File: src/rtl/shift_pkg.sv
// Shared types and default widths for the multi-cycle shift sequencer.
package shift_pkg;

  typedef enum logic [1:0] {
    SLL  = 2'b00,
    SRL  = 2'b01,
    SRA  = 2'b10,
    RSVD = 2'b11
  } shift_op_t;

  typedef enum logic [1:0] {
    IDLE = 2'b00,
    RUN  = 2'b01,
    DONE = 2'b10
  } seq_state_t;

  localparam int NB_BITS_DATA  = 32;
  localparam int NB_BITS_SHIFT = 5;

endpackage

File: src/rtl/shift_stage_unit.sv
// One power-of-two shift stage: shifts by 2**k_i when en_i is set, else passes data through.
module shift_stage_unit
  import shift_pkg::*;
#(
  parameter int nb_bits_data  = NB_BITS_DATA,
  parameter int nb_bits_shift = NB_BITS_SHIFT,
  parameter int kw            = $clog2(nb_bits_shift) + 1
) (
  input  logic [nb_bits_data-1:0] data_i,
  input  logic [1:0]              op_i,
  input  logic [kw-1:0]           k_i,
  input  logic                    en_i,
  output logic [nb_bits_data-1:0] data_o
);

  logic [nb_bits_shift-1:0][nb_bits_data-1:0] sll_s;
  logic [nb_bits_shift-1:0][nb_bits_data-1:0] srl_s;
  logic [nb_bits_shift-1:0][nb_bits_data-1:0] sra_s;
  logic [nb_bits_data-1:0]                    sel_s;

  // Stages whose distance reaches the data width saturate to zero or sign fill.
  for (genvar g = 0; g < nb_bits_shift; g++) begin : g_stage
    localparam int unsigned DIST = 2 ** g;
    if (DIST < nb_bits_data) begin : g_in_range
      assign sll_s[g] = data_i << DIST;
      assign srl_s[g] = data_i >> DIST;
      assign sra_s[g] = $signed(data_i) >>> DIST;
    end else begin : g_out_range
      assign sll_s[g] = {nb_bits_data{1'b0}};
      assign srl_s[g] = {nb_bits_data{1'b0}};
      assign sra_s[g] = {nb_bits_data{data_i[nb_bits_data-1]}};
    end
  end

  always_comb begin
    sel_s = data_i;
    for (int i = 0; i < nb_bits_shift; i++) begin
      if (k_i == i[kw-1:0]) begin
        case (op_i)
          SLL:     sel_s = sll_s[i];
          SRA:     sel_s = sra_s[i];
          default: sel_s = srl_s[i];
        endcase
      end
    end
  end

  assign data_o = en_i ? sel_s : data_i;

endmodule

File: src/rtl/shift_sequencer.sv
// Multi-cycle SLL/SRL/SRA unit: one power-of-two stage per clock, early exit
// once the remaining shift-amount bits are zero, valid/ready on both sides.
module shift_sequencer
  import shift_pkg::*;
#(
  parameter int nb_bits_data  = NB_BITS_DATA,
  parameter int nb_bits_shift = NB_BITS_SHIFT
) (
  input  logic                     clk_i,
  input  logic                     rst_ni,
  input  logic                     start_i,
  output logic                     ready_o,
  input  logic [1:0]               op_i,
  input  logic [nb_bits_data-1:0]  data_i,
  input  logic [nb_bits_shift-1:0] shift_value_i,
  input  logic                     flush_i,
  output logic                     valid_o,
  input  logic                     ready_i,
  output logic [nb_bits_data-1:0]  result_o,
  output logic                     busy_o
);

  localparam int KW = $clog2(nb_bits_shift) + 1;

  seq_state_t               state_q,  state_d;
  logic [nb_bits_data-1:0]  data_q,   data_d;
  logic [nb_bits_data-1:0]  result_q, result_d;
  logic [nb_bits_shift-1:0] amt_q,    amt_d;
  logic [KW-1:0]            k_q,      k_d;
  shift_op_t                op_q,     op_d;

  logic                     ready_s;
  logic                     accept_s;
  logic [nb_bits_data-1:0]  stage_s;
  logic [nb_bits_shift-1:0] amt_next_s;

  shift_stage_unit #(
    .nb_bits_data  (nb_bits_data),
    .nb_bits_shift (nb_bits_shift),
    .kw            (KW)
  ) u_stage (
    .data_i (data_q),
    .op_i   (op_q),
    .k_i    (k_q),
    .en_i   (amt_q[0]),
    .data_o (stage_s)
  );

  assign amt_next_s = amt_q >> 1;

  // Next-state, datapath update and handshake decode.
  always_comb begin
    state_d  = state_q;
    data_d   = data_q;
    result_d = result_q;
    amt_d    = amt_q;
    k_d      = k_q;
    op_d     = op_q;
    ready_s  = ((state_q == IDLE) || ((state_q == DONE) && ready_i)) && !flush_i;
    accept_s = start_i && ready_s;

    if (flush_i) begin
      state_d = IDLE;
    end else begin
      case (state_q)
        IDLE, DONE: begin
          if (accept_s) begin
            data_d = data_i;
            amt_d  = shift_value_i;
            op_d   = shift_op_t'(op_i);
            k_d    = {KW{1'b0}};
            if (shift_value_i == {nb_bits_shift{1'b0}}) begin
              state_d  = DONE;
              result_d = data_i;
            end else begin
              state_d = RUN;
            end
          end else if ((state_q == DONE) && ready_i) begin
            state_d = IDLE;
          end else begin
            state_d = state_q;
          end
        end
        RUN: begin
          data_d = stage_s;
          amt_d  = amt_next_s;
          k_d    = k_q + {{(KW-1){1'b0}}, 1'b1};
          if (amt_next_s == {nb_bits_shift{1'b0}}) begin
            state_d  = DONE;
            result_d = stage_s;
          end else begin
            state_d = RUN;
          end
        end
        default: state_d = IDLE;
      endcase
    end
  end

  // State and datapath registers.
  always_ff @(posedge clk_i or negedge rst_ni) begin
    if (!rst_ni) begin
      state_q  <= IDLE;
      data_q   <= {nb_bits_data{1'b0}};
      result_q <= {nb_bits_data{1'b0}};
      amt_q    <= {nb_bits_shift{1'b0}};
      k_q      <= {KW{1'b0}};
      op_q     <= SLL;
    end else begin
      state_q  <= state_d;
      data_q   <= data_d;
      result_q <= result_d;
      amt_q    <= amt_d;
      k_q      <= k_d;
      op_q     <= op_d;
    end
  end

  assign ready_o  = ready_s;
  assign valid_o  = (state_q == DONE);
  assign busy_o   = (state_q == RUN) || (state_q == DONE);
  assign result_o = result_q;

endmodule

File: config.mk
export PLATFORM = sky130hd
export DESIGN_NAME = shift_sequencer
export DESIGN_NICKNAME = d
export VERILOG_FILES = /design/src/rtl/shift_pkg.sv /design/src/rtl/shift_stage_unit.sv /design/src/rtl/shift_sequencer.sv
export SDC_FILE = /design/constraint.sdc
export NUM_CORES = 1
export LEC_CHECK = 0
export CORE_ASPECT_RATIO = 1.5
export CORE_UTILIZATION = 50
export CTS_BUF_LIST = sky130_fd_sc_hd__clkbuf_4 sky130_fd_sc_hd__clkbuf_8
export CTS_CLUSTER_SIZE = 25
export DETAILED_ROUTE_END_ITERATION = 16
export PLACE_DENSITY = 0.76
export SLEW_MARGIN = 20
export SYNTH_ARGS = -nofsm -noshare
export SYNTH_HDL_FRONTEND = slang
export SYNTH_SLANG_ARGS = --single-unit
File: constraint.sdc
create_clock -name clk_i -period 2.2 [get_ports clk_i]
set_input_delay 0.44 -clock clk_i [delete_from_list [all_inputs] [get_ports clk_i]]
set_output_delay 0.44 -clock clk_i [all_outputs]
set_load 0.02 [all_outputs]
==> metrics.md <==
| Metric | Value |
|---|---|
| Outcome | finished with violations |
| Failing checks | setup timing |
| CTS buffer count | 9 |
| Pre-Repair DR Iteration Count | 8 |
| Unrepaired setup endpoints after global routing | true |
| Area grow syn2layout | 52.8% |
| First-pass GRT wire length | roughly 45000 microns |
| Skew final | roughly 0.018 ns |
| Slew @ Worst Pin | 0.752 ns |
| Sequential share of power | 0.265 |
| PwrDens | roughly 950 mW/mm^2 |
| Synth warn | 0 |
| Initial antenna violation count | 0 |
| Hold Vio Cnt, Final | 0 |
| Tcrit/Tclk final | 1.09 |
| Comb power frac | 0.603 |
| CTS tree | done |
| Largest stage delay on the critical path | a little over 0.4 ns |
| Setup TNS Final | -3.68 ns |
| Port Buffers | 78 |
| Final setup violation count | 50 |
| Total power | roughly 9200 uW |
| Root Buffer | clkbuf_8 |
| CP Cell Sequence | inv_2, ha_4, buf_6, nor3b_4, buf_4, buf_12, buf_8, nor2_2, o21ai_1, a21oi_1, o311a_1, o31ai_2 |
| CP Capture Type | flop |
| Hold depth | 2 |
| Syn_area_per_cell | ~7.6 sq um |
| Post-Syn Nets | ~900 |
| FF-to-FF setup slack | -0.20 ns |
| Max clock buf depth | 2 |
| Top Ports | 79 |
| Vias | around 8500 |
| Critical path class | reg -> reg |
| Synth unique cells | 66 |
| DRC Markers | 0 |
| Core footprint | ~0.012 sq mm |
| Flops & latches, synth | 77 |
| CP max FO | 7 |
| Fill count | between 800 and 900 |
| Routed wire per std cell | about 26 microns |
| Post-synth top cells | 132 x o21ai_0, 82 x nor2_1, 79 x a21oi_1 |
| Hold Crit Endpoint | result_o[4] |
| R2R Path End | data_q[18] |
| DP HPWL | ~21000 microns |
| GRT overflow | 0 |
| Origin of the critical flop-to-flop path | k_q[0] |
| Rows | 50 |
| Post-synthesis sequential area ratio | 0.303 |
| Drt total wl | between 30000 and 40000 microns |
| Clock power frac | 0.131 |
| Switching Power | approximately 4300 uW |
| Clk sinks | 77 |
| Die area | about 0.013 sq mm |
| Starting density of the core | 0.511 |
| Routability cong. | 1.05 |
| Switching share of power | 0.463 |
| Syn Inst Count | 840 |
| HP Start | result_o[4] |
| VDD IR-drop max | approximately 0.70 mV |
| Worst hold slack | around 0.5 ns |
| Critical path's slowest cell | dfrtp_1 |
| WP buf/inv | 5 |
| Vias in the first global route | between 8000 and 9000 |
| Final ANT Viol Nets | 0 |
| Critical path data required time | 2.50 ns |
| Leading area contributor after synthesis | dfrtp_1 |
| DRT iter0 DRCs | 1108 |
| Maximum clock frequency | about 0.42 GHz |
| Rel. slew slack | 0.499 |
| Min cycle time layout | roughly 2.4 ns |
| Synth top area cells | dfrtp_1 30%, o21ai_0 10%, a21oi_1 6.2% |
| Final-report max-slew violation count | 0 |
| Setup slack after layout | -0.196 ns |
| Clock Latency Late Sink | 0.40 ns |
| Post-synth top area share | 0.303 |
| Die Ht | roughly 140 microns |
| Crit path max-delay family | compound AO/OA/AOI/OAI gates |
| Pleak | about 0.004 uW |
| Cells on worst reg2reg path | 12 |
| Share of post-route cells with drive strength above 1 | 0.335 |
| CP arrival | roughly 2.7 ns |
| Top-count cell post-synth | o21ai_0 |
| Chip width | ~94 microns |
| Nets | about 1100 |
| Routed vias/inst | 7.13 |
| Internal power | slightly below 5000 uW |
| Setup crit start | k_q[0] |
| Total GRT Usage | 0.457 |
| Critical path startpoint category | flop |
| Async SR Flop Fraction | 1.00 |
| # Max-Cap Violations | 0 |
| Synth Cell Area | 0.00636 sq mm |
| Clock transition at the registers of the reported paths | about 0.09 ns |
| H-Tree Level Count | 3 |
| Post-synth EDFFs | 0 |
| Maximum number of pins on one net before global-route repair | 48 |
| Main synth FF type | dfrtp_1 |
| Hold Path Class | reg -> reg |
[placed cells by master, fill, tap and decap left out, drive strengths merged, types with 14 or more instances in the layout]
master / netlist / layout
clkdlybuf4s50: 0 / 74
o21ai: 133 / 133
dfrtp: 77 / 77
clkbuf: 47 / 14
o21a: 21 / 21
nor3: 22 / 22
nand2: 76 / 76
nor2: 83 / 83
inv: 15 / 16
o31ai: 23 / 23
nor3b: 17 / 17
a211oi: 20 / 20
buf: 38 / 179
a21oi: 80 / 80
[layer usage]
layer / part of all wire / global-route usage
met3: 0.10 / 0.125
met1: 0.34 / 0.510
met2: 0.45 / 0.720
met4: 0.10 / 0.366
met5: 0 / 0
[worst min-delay path: stages, from the launching register on]
cell and delay, ns:
dfrtp_1 0.35, nand2_1 0.05, o31ai_1 0.06
[through the flow]
stage                     utilization  setup WS, ns  cell area [sq um]  cells
after floorplan                     -       -0.0246               6410    840
after global placement          0.668        -0.336               8320   1144
after detailed placement        0.668        -0.345               8320   1144
after CTS                       0.719        -0.129               8950   1168
after global routing            0.780        -0.264               9710   1188
final                           0.780        -0.196               9710   1189
[logic make-up after synthesis]
| family | Yosys count | share of synthesized area |
|---|---|---|
| AOI/OAI and AO/OA | 375 | 0.372 |
| adders and majority gates | 8 | 0.0157 |
| buffers and inverters | 100 | 0.0717 |
| DFF | 77 | 0.303 |
| muxes | 25 | 0.0417 |
| and+or+nand+nor | 255 | 0.196 |
[how the worst max path moves through the flow]
stage,end,slack [ns],cells past startpoint
final,data_q[18],-0.20,12
after global routing,data_q[18],-0.26,12
after CTS,result_o[3],-0.13,10
after detailed placement,result_o[26],-0.34,6
after global placement,result_o[11],-0.34,6
after floorplan,result_o[5],-0.02,9
[timing repair]
item                                    4_1_cts  5_1_grt
cloned                                        2        4
resized for setup                            95      148
setup buffers                                 6       19
hold buffers                                  1        0
endpoints found under the setup margin       62       64
hold endpoints to repair                     23        0
pin swaps                                    32       70
[power by group through the flow]
| stage | sequential (uW) | combinational [uW] | clock, uW |
|---|---|---|---|
| after floorplan | 2560 | 2040 | 0 |
| after global placement | 2380 | 4380 | 0 |
| after detailed placement | 2400 | 4470 | 0 |
| after CTS | 2380 | 4770 | 1210 |
| after global routing | 2470 | 5760 | 1260 |
| final | 2440 | 5540 | 1210 |
[final cells by class]
| class | instances | area [sq um] | area share |
|---|---|---|---|
| inverters | 15 | 56.3 | 0.00580 |
| diodes | 1 | 2.50 | 0.000258 |
| clock buffers | 10 | 138 | 0.0142 |
| well taps | 156 | 195 | 0.0201 |
| flip-flops and latches | 77 | 1930 | 0.199 |
| multi-input cells | 663 | 4780 | 0.492 |
| clock inverters | 6 | 70.1 | 0.00722 |
| repair buffers | 261 | 2540 | 0.262 |
[flip-flops by register name (all words and copies together), names as in the netlist]
register  cells
state_q       2
amt_q         5
result_o     32
op_q          2
data_q       32
k_q           4
Power figures use the tool's default switching activity.
